$ cat src/rtl/mem_access_stage.sv
// MEM stage plus MEM/WB pipeline register. Drives a variable-latency req/ack data-memory port,
// aligns store lanes, extracts and extends load data, and stalls upstream while an access is open.
module mem_access_stage #(
   parameter int unsigned TIMEOUT_CYCLES = 255
) (
   input  logic        clk,
   input  logic        rst,
   input  logic        valid_i,
   input  logic [31:0] advance_pc_i,
   input  logic [31:0] alu_result_i,
   input  logic [31:0] reg_2_data_i,
   input  logic [4:0]  rd_i,
   input  logic        reg_write_i,
   input  logic [1:0]  mem_width_i,
   input  logic        mem_sign_extend_i,
   input  logic [1:0]  reg_src_i,
   input  logic        mem_write_i,
   output logic        stall_o,
   output logic        dmem_req_o,
   output logic        dmem_we_o,
   output logic [31:0] dmem_addr_o,
   output logic [3:0]  dmem_be_o,
   output logic [31:0] dmem_wdata_o,
   input  logic        dmem_ack_i,
   input  logic [31:0] dmem_rdata_i,
   output logic        wb_valid_o,
   output logic        wb_reg_write_o,
   output logic [4:0]  wb_rd_o,
   output logic [31:0] wb_data_o,
   output logic        misalign_o,
   output logic        bus_err_o
);

   localparam logic [15:0] TimeoutLast = 16'(TIMEOUT_CYCLES - 1);

   typedef enum logic [0:0] {StIdle, StWait} state_e;

   state_e      state_q, state_d;
   logic [15:0] cnt_q, cnt_d;
   logic        req_q, req_d;
   logic        we_q, we_d;
   logic [31:0] addr_q, addr_d;
   logic [3:0]  be_q, be_d;
   logic [31:0] wdata_q, wdata_d;

   // Snapshot of the instruction in flight, used to build the write-back on ack.
   logic [4:0]  m_rd_q, m_rd_d;
   logic        m_rw_q, m_rw_d;
   logic [1:0]  m_width_q, m_width_d;
   logic        m_sign_q, m_sign_d;
   logic [1:0]  m_off_q, m_off_d;
   logic [1:0]  m_src_q, m_src_d;
   logic [31:0] m_alt_q, m_alt_d;

   logic        wb_valid_q, wb_valid_d;
   logic        wb_rw_q, wb_rw_d;
   logic [4:0]  wb_rd_q, wb_rd_d;
   logic [31:0] wb_data_q, wb_data_d;
   logic        misalign_q, misalign_d;
   logic        bus_err_q, bus_err_d;

   logic        access, misaligned, start, timeout;
   logic [3:0]  be_lanes;
   logic [31:0] wdata_lanes, alt_data, shifted, load_data;

   assign access  = valid_i & (mem_write_i | (reg_src_i == 2'b01));
   assign start   = (state_q == StIdle) & access & ~misaligned;
   assign timeout = (state_q == StWait) & ~dmem_ack_i & (cnt_q == TimeoutLast);

   always_comb begin
      unique case (mem_width_i)
         2'b00:   misaligned = 1'b0;
         2'b01:   misaligned = alu_result_i[0];
         default: misaligned = |alu_result_i[1:0];
      endcase
   end

   always_comb begin
      unique case (mem_width_i)
         2'b00: begin
            be_lanes    = 4'b0001 << alu_result_i[1:0];
            wdata_lanes = {4{reg_2_data_i[7:0]}};
         end
         2'b01: begin
            be_lanes    = alu_result_i[1] ? 4'b1100 : 4'b0011;
            wdata_lanes = {2{reg_2_data_i[15:0]}};
         end
         default: begin
            be_lanes    = 4'b1111;
            wdata_lanes = reg_2_data_i;
         end
      endcase
   end

   // Non-memory write-back source; the memory source is resolved on ack.
   always_comb begin
      unique case (reg_src_i)
         2'b00:   alt_data = alu_result_i;
         2'b10:   alt_data = advance_pc_i;
         default: alt_data = 32'h0;
      endcase
   end

   assign shifted = dmem_rdata_i >> {m_off_q, 3'b000};

   always_comb begin
      unique case (m_width_q)
         2'b00:   load_data = {{24{m_sign_q & shifted[7]}}, shifted[7:0]};
         2'b01:   load_data = {{16{m_sign_q & shifted[15]}}, shifted[15:0]};
         default: load_data = shifted;
      endcase
   end

   // FSM state register.
   always_ff @(posedge clk) begin
      if (rst) begin
         state_q <= StIdle;
      end else begin
         state_q <= state_d;
      end
   end

   // FSM next state.
   always_comb begin
      state_d = state_q;
      unique case (state_q)
         StIdle: if (start) state_d = StWait;
         StWait: if (dmem_ack_i || timeout) state_d = StIdle;
         default: state_d = StIdle;
      endcase
   end

   // FSM outputs.
   always_comb begin
      stall_o = 1'b0;
      if (!rst) begin
         unique case (state_q)
            StIdle:  stall_o = start;
            StWait:  stall_o = ~dmem_ack_i;
            default: stall_o = 1'b0;
         endcase
      end
   end

   always_comb begin
      cnt_d      = cnt_q;
      req_d      = req_q;
      we_d       = we_q;
      addr_d     = addr_q;
      be_d       = be_q;
      wdata_d    = wdata_q;
      m_rd_d     = m_rd_q;
      m_rw_d     = m_rw_q;
      m_width_d  = m_width_q;
      m_sign_d   = m_sign_q;
      m_off_d    = m_off_q;
      m_src_d    = m_src_q;
      m_alt_d    = m_alt_q;
      wb_valid_d = wb_valid_q;
      wb_rw_d    = wb_rw_q;
      wb_rd_d    = wb_rd_q;
      wb_data_d  = wb_data_q;
      misalign_d = 1'b0;
      bus_err_d  = 1'b0;
      unique case (state_q)
         StIdle: begin
            if (start) begin
               cnt_d      = '0;
               req_d      = 1'b1;
               we_d       = mem_write_i;
               addr_d     = {alu_result_i[31:2], 2'b00};
               be_d       = be_lanes;
               wdata_d    = wdata_lanes;
               m_rd_d     = rd_i;
               m_rw_d     = reg_write_i;
               m_width_d  = mem_width_i;
               m_sign_d   = mem_sign_extend_i;
               m_off_d    = alu_result_i[1:0];
               m_src_d    = reg_src_i;
               m_alt_d    = alt_data;
               wb_valid_d = 1'b0;
               wb_rw_d    = 1'b0;
            end else if (access) begin
               misalign_d = 1'b1;
               wb_valid_d = 1'b0;
               wb_rw_d    = 1'b0;
            end else begin
               wb_valid_d = valid_i;
               wb_rw_d    = valid_i & reg_write_i;
               wb_rd_d    = rd_i;
               wb_data_d  = alt_data;
            end
         end
         StWait: begin
            if (dmem_ack_i) begin
               req_d      = 1'b0;
               we_d       = 1'b0;
               wb_valid_d = 1'b1;
               wb_rw_d    = m_rw_q;
               wb_rd_d    = m_rd_q;
               wb_data_d  = (m_src_q == 2'b01) ? load_data : m_alt_q;
            end else if (timeout) begin
               req_d      = 1'b0;
               we_d       = 1'b0;
               bus_err_d  = 1'b1;
               wb_valid_d = 1'b0;
               wb_rw_d    = 1'b0;
            end else begin
               cnt_d = cnt_q + 16'd1;
            end
         end
         default: ;
      endcase
   end

   always_ff @(posedge clk) begin
      if (rst) begin
         cnt_q      <= '0;
         req_q      <= 1'b0;
         we_q       <= 1'b0;
         addr_q     <= '0;
         be_q       <= '0;
         wdata_q    <= '0;
         m_rd_q     <= '0;
         m_rw_q     <= 1'b0;
         m_width_q  <= '0;
         m_sign_q   <= 1'b0;
         m_off_q    <= '0;
         m_src_q    <= '0;
         m_alt_q    <= '0;
         wb_valid_q <= 1'b0;
         wb_rw_q    <= 1'b0;
         wb_rd_q    <= '0;
         wb_data_q  <= '0;
         misalign_q <= 1'b0;
         bus_err_q  <= 1'b0;
      end else begin
         cnt_q      <= cnt_d;
         req_q      <= req_d;
         we_q       <= we_d;
         addr_q     <= addr_d;
         be_q       <= be_d;
         wdata_q    <= wdata_d;
         m_rd_q     <= m_rd_d;
         m_rw_q     <= m_rw_d;
         m_width_q  <= m_width_d;
         m_sign_q   <= m_sign_d;
         m_off_q    <= m_off_d;
         m_src_q    <= m_src_d;
         m_alt_q    <= m_alt_d;
         wb_valid_q <= wb_valid_d;
         wb_rw_q    <= wb_rw_d;
         wb_rd_q    <= wb_rd_d;
         wb_data_q  <= wb_data_d;
         misalign_q <= misalign_d;
         bus_err_q  <= bus_err_d;
      end
   end

   assign dmem_req_o     = req_q;
   assign dmem_we_o      = we_q;
   assign dmem_addr_o    = addr_q;
   assign dmem_be_o      = be_q;
   assign dmem_wdata_o   = wdata_q;
   assign wb_valid_o     = wb_valid_q;
   assign wb_reg_write_o = wb_rw_q;
   assign wb_rd_o        = wb_rd_q;
   assign wb_data_o      = wb_data_q;
   assign misalign_o     = misalign_q;
   assign bus_err_o      = bus_err_q;

endmodule

$ cat config.mk
export PLATFORM = sky130hd
export DESIGN_NAME = mem_access_stage
export DESIGN_NICKNAME = d
export VERILOG_FILES = /design/src/rtl/mem_access_stage.sv
export SDC_FILE = /design/constraint.sdc
export NUM_CORES = 1
export LEC_CHECK = 0
export ABC_AREA = 0
export CAP_MARGIN = 10
export CORE_MARGIN = 5
export CORE_UTILIZATION = 47
export DETAILED_ROUTE_END_ITERATION = 16
export GPL_ROUTABILITY_DRIVEN = 0
export GPL_TIMING_DRIVEN = 1
export PLACE_DENSITY = 0.8
export SLEW_MARGIN = 5
export SYNTH_ARGS = -nofsm -noshare
export SYNTH_HDL_FRONTEND = slang
export SYNTH_SLANG_ARGS = --single-unit
$ cat constraint.sdc
create_clock -name clk -period 2.2 [get_ports clk]
set_input_delay 0.22 -clock clk [delete_from_list [all_inputs] [get_ports clk]]
set_output_delay 0.22 -clock clk [all_outputs]
set_load 0.05 [all_outputs]
## Word-level counts from Yosys, hierarchy flattened

Index checks and enable logic that the tools add are counted.

- Word-level logic and storage cells: 99
- Bits in latches: 0
- Memory bits (read-only): 0
- Register bits after elaboration: 171
- Output and inout port bits: 112
- Input port bits: 144
- Memories kept: 0
- Bits in writable memories: 0

- Div/mod/pow operators: 0
- Bitwise gates (word level): 12
- Equality and inequality tests: 13
- Shifts and indexed selects: 2
- $mul: 0
- Reduce and logical (&&, ||, !) cells: 11
- Muxes and demuxes: 40
- $lt $le $gt $ge: 0
- Add/sub/neg operators: 1

Operators by type and width:

| kind | number |
|---|---|
| 32-bit case mux with 2 select lines | 4 |
| 32-bit 2-to-1 mux | 4 |
| 16-bit 2-to-1 mux | 3 |
| 16-bit case mux with 2 select lines | 1 |
| 32-bit by 5-bit >> shifter with 32-bit output | 1 |
| 16-bit by 1-bit adder with 16-bit output, second input constant | 1 |
| 16-bit by 8-bit == test with 1-bit output, second input constant | 1 |
| 1-bit 2-to-1 mux | 15 |
| 5-bit 2-to-1 mux | 3 |
| 1-bit case mux with 2 select lines | 7 |
| 2-bit inequality test, second input constant | 6 |
| 5-bit case mux with 2 select lines | 1 |
| 1-bit AND | 8 |
| 2-bit by 1-bit == test with 1-bit output, second input constant | 4 |
| 4-bit case mux with 2 select lines | 1 |
| 2-bit logical NOT | 3 |
| 3-bit AND reduction | 2 |
| 3-bit OR reduction | 2 |
| 4-bit 2-to-1 mux | 1 |
| 2-bit AND reduction | 2 |
| 1-bit by 2-bit left shift with 4-bit output, first input constant | 1 |
| 3-bit by 2-bit inequality test with 1-bit output, second input constant | 1 |
| 1-bit NOT | 3 |
| 2-bit == test, second input constant | 1 |
| 3 further kinds | 3 |

## Logic depth before layout (Yosys ltp)

Gate-level depths: netlist (run 1).

- Depth in word-level cells: 7
- Gate-level depth with buffers: 8
- Depth with buffers taken out: 7

## Least setup slack after synthesis (run 1)

Ideal clock, no wire load.

- Path kind: reg2out
- From: register state_q
- To: output port stall_o
- Arrival time: 2.091 ns
- Path buffers: 3
- Stages on the path, launching flop included: 7
- Required time: 1.980 ns
- Slack: -0.111 ns
- Cells stage by stage: dfxtp_1 clkbuf_1 nor2b_1 o221ai_1 buf_2 buf_1 a21oi_1

- Longest elaborated chain between the ends: 5

Ends and longest elaborated chain:

| element | RTL line | text |
|---|---|---|
| start, declared | 38 | `state_e state_q, state_d;` |
| start signal, assigned | 117 | `state_q <= StIdle;` |
| start signal, assigned | 119 | `state_q <= state_d;` |
| 1-bit NOT | - |  |
| 1-bit AND (2 in series) | 67 | `assign start = (state_q == StIdle) & access & ~misaligned;` |
| 1-bit case mux with 2 select lines * | 137 | `unique case (state_q)` |
| 1-bit 2-to-1 mux * | 136 | `if (!rst) begin` |
| end, declared | 18 | `output logic stall_o,` |

Every way passes the cells marked *; elsewhere a longest branch is shown, timed or not.

## Worst setup path after layout (run 1)

Ends and elaborated chain as after synthesis.

==> results.yml, run 1 <==
setup_path:
  path_class: "register to output pin"
  cp.arrival_ns: 1.80
  r2r_cells: 6
  cp_max_fo: 8
  startpoint_type: "register"
  crit_path_end_kind: "output pin"
  required_ns: 1.98
sta:
  rsz0062_at_grt: "false"
  relSlewSlack_pct: 60.08
  finalCritPeriodShare_pct: 91.78
  worst_slew_pin_slew_ns: 0.5948
  skew_ns: 0.006927
  max_freq_mhz: 495.2
  period_minus_slack_ns: 2.019
  fin_tns_setup_ns: 0
  report.final.hold_viol_count: 0
  drv_slew: 0
  timing.final.ws_setup_ns: 0.1808
  setup_violations: 0
layout:
  antenna_cells: 0
  final_cell_area_sq_um: 11750
  layout-drive-gt1-share_pct: 7.728
  fin_util_pct: 67.91
  fillers: 1449
  seqCellArea_sq_um: 3425
  fin_nets: 1414
  multi_input_area_sq_um: 4474
  layout-area-overhead-vs-synth_pct: 42.16
cts:
  cts_resized: 0
  cts.path.max_buffers: 2
  post_cts_buffers: 0
  cts_root_buffer: "clkbuf_16"
  h-tree-depth: 4
  clk_pin_slew_ns: 0.07
  cts_hold_buf: 0
  clock_latency_ns: 0.42
  clock-sinks: 171
  cts_inserted_buffers: 17
  cts_tree: "done"
synth:
  syn_area_sq_um: 8263
  yosys.area_share.simple_pct: 23.47
  ys_seq_area_share_pct: 41.43
  yosysTopAreaCellShare_pct: 41.43
  synth-edff-count: 0
  ys.flop_type: "dfxtp_1"
  syn_avg_cell_area_sq_um: 7.884
  synth_common_cells: "nand2_1 (198), dfxtp_1 (171), nor2_1 (127)"
  yosys.cell_count.top_type: "nand2_1"
  synthAdderAreaFrac_pct: 0.3028
  synth_mux_area_share_pct: 8.086
  synth.distinct_cells: 57
  postSynthRegisterBits: 171
  synth.largest_area_cell: "dfxtp_1"
  synth-xor-area-share_pct: 1.272
  synth_warnings: 0
  async_flop_share_pct: 0
  syn_inst: 1048
  synthTopCellsByArea: "dfxtp_1 (41%), nand2_1 (9.0%), a21oi_1 (7.3%)"
  synth_compound_area_share_pct: 20.37
  synth_top_family_by_area: "simple AND/OR/NAND/NOR gates"
floorplan:
  num_rows: 48
  start_util_pct: 47.77
  die_w_um: 142.6
  core_region_area_sq_um: 17300
  die-area_sq_um: 20330
  die_y_um: 142.6
  pin_count: 256
global_routing:
  antenna_found_initial: 0
  grt_overflow_total: 0
  grt_max_degree: 87
  first_global_vias: 8096
  grt_pass1_wl_um: 42920
  grtUsageTotal_pct: 26.39
placement:
  port_buffers: 253
  placedInstanceArea_sq_um: 11140
  dp_slack_ns: 0.004128
  dp_hpwl_um: 19820
min_path:
  hold_class: "primary input to register"
  hold_depth: 2
detailed_routing:
  vias: 8513
  firstDrtPassIters: 5
  via_per_inst: 5.653
  wl_per_cell_um: 18.44
  dr.first_iter.drc_count: 706
  drt-total-wl_um: 27770
  drcViolationCount: 0
  ant_nets: 0
pwr:
  power_density_nw_per_um2: 707.9
  p_leak_nw: 4.108
  ir_worst_vdd_mv: 0.5443
job:
  drv_cap: 0
status:
  status: "completed"
-- power by group --
group	switching (mW)	internal [mW]	total, mW
Combinational	1.14	0.740	1.88
Clock	1.25	1.84	3.09
Sequential	0.0947	3.25	3.35
Total	2.48	5.84	8.32
-- critical path, cell delays in order (launching register included) --
cell	delay, ns
dfxtp_2	0.36
nor2b_1	0.21
buf_4	0.18
o221ai_4	0.16
a21oi_2	0.28
buf_12	0.17
-- state kept, by name, indices dropped and copies added (netlist names) --
signal          count
bus_err_o           1
cnt_q              16
dmem_addr_o        30
dmem_be_o           4
dmem_req_o          1
dmem_wdata_o       32
dmem_we_o           1
m_alt_q            32
m_off_q             2
m_rd_q              5
m_rw_q              1
m_sign_q            1
m_src_q             2
m_width_q           2
misalign_o          1
state_q             1
wb_data_o          32
wb_rd_o             5
wb_reg_write_o      1
wb_valid_o          1
-- cells in the final DEF, fill, tap and decap left out, types with 3 or more instances in the layout --
cell / instances
buf_12: 10
a21oi_1: 119
o21ai_1: 3
and2_1: 11
a2111oi_0: 8
clkinv_2: 3
a311oi_1: 9
nor2b_1: 11
o221ai_1: 16
nand4_1: 4
nand3_1: 9
inv_1: 3
o211ai_1: 8
nand2b_1: 6
o31ai_1: 9
nor3_1: 46
a211oi_1: 32
and2_0: 4
nand2_1: 198
mux2i_1: 60
o21ai_0: 17
clkinvlp_4: 4
a221oi_1: 16
bufinv_16: 3
nor2_1: 126
buf_4: 32
clkbuf_16: 17
clkdlybuf4s50_1: 249
dfxtp_1: 170
xnor2_1: 12
o22ai_1: 17
-- kinds of logic (layout without fill, tap and decap cells) --
group | count (synthesis) | in the layout
flops | 171 | 171
simple gates | 438 | 438
fa+ha+maj | 2 | 2
compound gates | 262 | 262
mux | 64 | 64
buf+inv | 98 | 330
other cells | 1 | 2
xor+xnor | 12 | 12
-- through the flow --
stage | power [mW] | hold WS (ns) | cells
final | 8.315 | 0.1764 | 1506
after global placement | 5.263 | 0.4387 | 1474
after CTS | 8.335 | 0.1620 | 1506
after detailed placement | 5.283 | 0.4443 | 1474
after global routing | 8.627 | 0.1873 | 1506
after floorplan | 4.470 | 0.3560 | 1049
-- worst paths after layout --
path	endpoint	slack, ns	startpoint
max reg2reg	wb_data_o[8]	0.24	m_off_q[0]
min reg2reg	dmem_wdata_o[18]	0.45	dmem_wdata_o[18]
min	dmem_wdata_o[24]	0.18	rst
max	stall_o	0.18	state_q
-- metal layers --
layer	vias up	global-route usage [%]	share of wire, %	wire (um)
li1	4133	-	-	-
met1	3967	34.63	42	11660
met2	360	42.01	47	12930
met3	53	6.250	8.4	2337
met4	0	10.51	3.0	838
met5	-	0	0	0
-- final cells by class --
type / count / area share (%)
timing repair buffer: 293 / 25.05
inverter: 5 / 0.1598
clock inverter: 11 / 1.225
clock buffer: 21 / 3.920
tap: 225 / 2.397
multi-input combinational: 780 / 38.09
sequential: 171 / 29.15
Power figures use the tool's default switching activity.
==> inputs of run 2 (changes only) <==
CAP_MARGIN = 30   (was 10)
GPL_TIMING_DRIVEN = 0   (was 1)
==> run 2 against run 1 <==
Compared with the run above:
- first-iteration DRC count rose by 36%
- routed wire length grew 12%
- global-route usage grew 2.8 points
- sequential power about the same
- final cell count rose by 3.7%
- count of clock-buffer cells in the layout shrank 3
- utilization is 0.25 points higher
- fmax fell by 5.9%
- total power is 0.70% higher
- critical path type unchanged
- flip-flop and latch count unchanged
- highest routed layer unchanged
- worst setup slack lost 0.13 ns
- clock power barely moved
==> results.yml, run 2 (synthesis gave the netlist of run 1 again) <==
cts:
  clock-sinks: 171
  cts_hold_buf: 0
  cts_tree: "done"
  cts_inserted_buffers: 17
  h-tree-depth: 4
  clk_pin_slew_ns: 0.07
  clock_latency_ns: 0.44
  cts.path.max_buffers: 2
  cts_root_buffer: "clkbuf_16"
sta:
  relSlewSlack_pct: 53.10
  finalCritPeriodShare_pct: 97.50
  max_freq_mhz: 466.2
  rsz0062_at_grt: "false"
  worst_slew_pin_slew_ns: 0.7035
  holdWs_ns: 0.1958
  drv_slew: 0
  report.final.hold_viol_count: 0
  setup_violations: 0
  period_minus_slack_ns: 2.145
  skew_ns: 0.006207
global_routing:
  grt_overflow_total: 0
  grtUsageTotal_pct: 29.20
  first_global_vias: 8596
  antenna_found_initial: 0
  grt_pass1_wl_um: 46690
  grt_max_degree: 17
floorplan:
  core_region_area_sq_um: 17300
  die-area_sq_um: 20330
  start_util_pct: 47.77
  die_y_um: 142.6
  num_rows: 48
  pin_count: 256
  die_w_um: 142.6
layout:
  final_cell_area_sq_um: 11790
  antenna_cells: 0
  final_cell_mix: "clkdlybuf4s50_1 (246), nand2_1 (198), dfxtp_1 (170)"
  layout_commonest_cell: "clkdlybuf4s50_1"
  layout-area-overhead-vs-synth_pct: 42.67
  layout-drive-gt1-share_pct: 7.554
  fin_cells: 1562
  fin_nets: 1470
  fillers: 1505
setup_path:
  required_ns: 1.98
  startpoint_type: "register"
  path_class: "register to output pin"
  crit_path_end_kind: "output pin"
  cp.arrival_ns: 1.93
  cp_max_fo: 10
detailed_routing:
  vias: 9210
  via_per_inst: 5.896
  drcViolationCount: 0
  ant_nets: 0
  firstDrtPassIters: 7
  dr.first_iter.drc_count: 962
  wl_per_cell_um: 19.90
  drt-total-wl_um: 31080
pwr:
  p_comb_share_pct: 22.9
  sw_frac_of_total_pct: 31.21
  p_sw_mw: 2.613
  seqPwrFrac_pct: 40.0
  pwr-share-clk_pct: 37.1
  power_density_nw_per_um2: 710.3
  ir_worst_vdd_mv: 0.5996
  p_leak_nw: 4.136
  p_int_mw: 5.760
min_path:
  hold_class: "primary input to register"
placement:
  placedInstanceArea_sq_um: 11050
  dp.cells: 1524
  port_buffers: 250
  dp_hpwl_um: 23660
job:
  drv_cap: 0
status:
  status: "completed"
[run 2: changes by cell type in the layout (fill, tap and decap cells not counted), sizes merged]
| cell | delta |
|---|---|
| clkbuf | +64 |
| buf | -11 |
| clkdlybuf4s50 | -3 |
| clkinv | +2 |
| dlygate4sd2 | +2 |
| inv | +2 |
| clkinvlp | -1 |
| dlymetal6s2s | +1 |
[run 2: path summary, 6_finish.rpt]
path                    startpoint               end  slack [ns]  depth (start not counted)
hold reg to reg   dmem_wdata_o[20]  dmem_wdata_o[20]        0.45                          2
setup reg to reg           state_q     wb_data_o[16]        0.09                          4
hold / removal                 rst        wb_valid_o        0.20                          3
setup / recovery           state_q           stall_o        0.05                          6
[run 2: power by group through the flow]
stage               sequential, mW  clock [mW]  combinational (mW)
floorplan                     3.83           0               0.636
global placement              3.40           0                1.85
detailed placement            3.41           0                1.87
CTS                           3.34        3.11                1.89
global route                  3.36        3.25                2.02
finish                        3.35        3.11                1.92
[run 2: area by class of cell]
type,instances,area (sq um),area share (%)
flip-flops and latches,171,3425,29.05
clock inverters,14,171.4,1.454
repair buffers,257,2556,21.68
multi-input cells,780,4482,38.02
clock buffers,18,429.2,3.640
well taps,225,281.5,2.388
plain buffers,92,425.4,3.609
inverters,5,18.77,0.1592
[run 2: layer usage]
| layer | track usage, % | wire [um] | vias to the layer above |
|---|---|---|---|
| met4 | 13.71 | 1282 | 0 |
| met2 | 45.92 | 14130 | 546 |
| li1 | - | - | 4252 |
| met1 | 38.02 | 12600 | 4329 |
| met5 | 0 | 0 | - |
| met3 | 6.754 | 3070 | 83 |
[run 2: timing repair]
item,CTS,global route
resized for setup,29,15
setup buffers,1,6
endpoints found under the hold margin,0,0
endpoints found under the setup margin,128,76
pin swaps,0,2
[run 2: through the flow]
step	utilization [%]	power, mW	TNS, ns	setup WS (ns)
5_1_grt	68.16	8.627	0	0.003062
6_report	68.16	8.374	0	0.05493
3_3_place_gp	63.91	5.257	-84.87	-1.284
4_1_cts	67.72	8.343	0	0.002039
2_1_floorplan	-	4.470	0	0.1487
3_5_place_dp	63.91	5.278	-90.81	-1.278
[run 2: worst max-delay path: stages (launching register included)]
cell and delay (ns):
dfxtp_2 0.38, nor2b_4 0.19, o221ai_4 0.18, buf_6 0.20, buf_4 0.20, a21oi_2 0.15, buf_6 0.18
==> variant: new RTL, flow settings as in run 2 <==
The parameter `TIMEOUT_CYCLES` goes from 255 to 128.
--- a/src/rtl/mem_access_stage.sv
+++ b/src/rtl/mem_access_stage.sv
@@ -1,7 +1,7 @@
 // MEM stage plus MEM/WB pipeline register. Drives a variable-latency req/ack data-memory port,
 // aligns store lanes, extracts and extends load data, and stalls upstream while an access is open.
 module mem_access_stage #(
-   parameter int unsigned TIMEOUT_CYCLES = 255
+   parameter int unsigned TIMEOUT_CYCLES = 128
 ) (
    input  logic        clk,
    input  logic        rst,
Formal check against the unedited RTL: no difference found for any inputs over 4 cycles, from zero or initial values and one cycle with rst high; that may be too few to reach the edited logic, so the function may still have changed.
==> variant against run 2 <==
Sequential cell count unchanged. Area after synthesis down 3.3%. Power down 2.1%. Global-route usage down 0.65 points. Routed wire length down 6.5%. Non-clock buffer count down 20. Final area down 3.7%. Worst setup slack better by 0.0039 ns. Maximum frequency up 0.18%.
==> variant: results (changes against run 2) <==
clk buf depth=2 (unchanged); total track usage=28.6% (-0.65 points); H-tree depth=4 (unchanged); ratio of cells with drive above 1 in the final layout=10.0% (+2.5 points); top-area cell type share of the netlist area=42.9% (+1.4 points); Worst-Margin Slew=0.807 ns (+0.104 ns); Worst EP arrival=1.92 ns; hold crit path type=input port to flip-flop; CTS root buf=clkbuf_16; vias in the first global route=8114 (-5.6%); Clock Latency Late Sink=0.43 ns; Inserted Clock Buffers=17 (unchanged); dpl hpwl=21500 um (-9.3%); initial drt markers=671 (-30%); register area share after synthesis=42.9% (+1.4 points); ys async rst share=0% (unchanged); Max IR drop VDD=0.588 mV (-2.0%); largest net degree at the start of global routing=17 (unchanged); Filler cells=1393 (-7.4%); clk slew on worst S/H paths=0.07 ns (about the same); Distinct cells, synth=61 (+7.0%); DRT Pass-1 Iters=6 (-1); Synth area leaders=dfxtp_1 43%, a22o_1 7.9%, mux2i_1 5.9%; pre-CTS setup slack=-0.654 ns (+0.624 ns); crit-path max FO=10 (unchanged); yosys warns=0 (unchanged); Via density=5.92 (+0.36%); IO buf count=246 (-1.6%); drt wl/cell=20.9 um (+5.0%); initial antenna violation count=3 (+3); Commonest cells post-synth=171 x dfxtp_1, 109 x nor2_1, 74 x nand2_1; global-route wire length before repair=44700 um (-4.2%); Setup Skew=0.00846 ns (+0.00225 ns); nets=1302 (-11%); leakage=4.16 nW (+0.62%); status=finished, final reports clean
-- variant: cell count changes in the layout (fill, tap and decap cells not counted), sizes merged, moves of 13 or more --
cell,before,now
nand2,198,74
mux2,2,16
a22o,0,72
mux2i,60,47
a21oi,121,44
o21ai,20,55
nor2,127,111
o221ai,17,1
nor3,47,22
clkbuf,85,64
a211oi,32,14
-- variant: metal layers --
| layer | wire length, um | track usage [%] |
|---|---|---|
| met4 | 945 | 11.4 |
| met1 | 11900 | 36.8 |
| met5 | 27 | 0 |
| met2 | 13200 | 45.5 |
| met3 | 2980 | 7.81 |
-- variant: worst max-delay path: stages, from the launching register on --
cell and delay (ns):
dfxtp_1 0.33, and2b_2 0.30, o2111ai_4 0.22, clkbuf_4 0.26, a21oi_1 0.15, buf_4 0.23
-- variant: logic make-up (layout without fill, tap and decap cells) --
logic type | count (synthesis) | in the layout | share of synthesized area, %
AO/OA/AOI/OAI | 277 | 277 | 26.2
adder cells (fa/ha/maj) | 1 | 1 | 0.157
XOR/XNOR | 12 | 12 | 1.32
AND/OR/NAND/NOR | 280 | 280 | 16.3
flip-flops | 171 | 171 | 42.9
other | 1 | 4 | 0.0469
multiplexers | 63 | 63 | 8.19
buffers and inverters | 85 | 363 | 4.97
-- variant: path summary, 6_finish.rpt --
kind | start | to | slack, ns | cells after the start
setup / recovery | state_q | stall_o | 0.06 | 5
hold / removal | alu_result_i[0] | dmem_be_o[3] | 0.13 | 3
setup reg to reg | state_q | wb_data_o[28] | 0.09 | 6
hold reg to reg | wb_data_o[4] | wb_data_o[4] | 0.45 | 2
-- variant: metrics by stage --
step / instance area (sq um) / util (%) / cells / total power [W]
2_1_floorplan: 7990 / - / 891 / 0.00445
3_3_place_gp: 10700 / 64.5 / 1357 / 0.00519
3_5_place_dp: 10700 / 64.5 / 1357 / 0.00521
4_1_cts: 11300 / 68.1 / 1388 / 0.00818
5_1_grt: 11300 / 68.2 / 1390 / 0.00845
6_report: 11400 / 68.2 / 1391 / 0.00820
-- variant: cell type report --
class                      count  area [sq um]  area share [%]
antenna                        2          5.00          0.0441
buffer                        82           398            3.51
clock buffer                  19           443            3.90
clock inverter                12           139            1.22
inverter                       3          11.3          0.0992
multi-input combinational    635          4190            36.9
sequential                   171          3420            30.2
tap                          220           275            2.43
timing repair buffer         247          2470            21.7
-- variant: report_power, final --
group	switching, W	leakage, nW	internal, W	total [W]
clock network	0.00131	0.273	0.00171	0.00302
logic	0.00113	2.50	0.000716	0.00184
registers	0.0000873	1.39	0.00325	0.00334
total	0.00253	4.16	0.00567	0.00820
-- variant: repair_timing --
action,4_1_cts,5_1_grt
buffers inserted,0,0
endpoints found under the hold margin,0,0
resized for setup,12,7
pin swaps,0,0
setup endpoints to repair,11,80
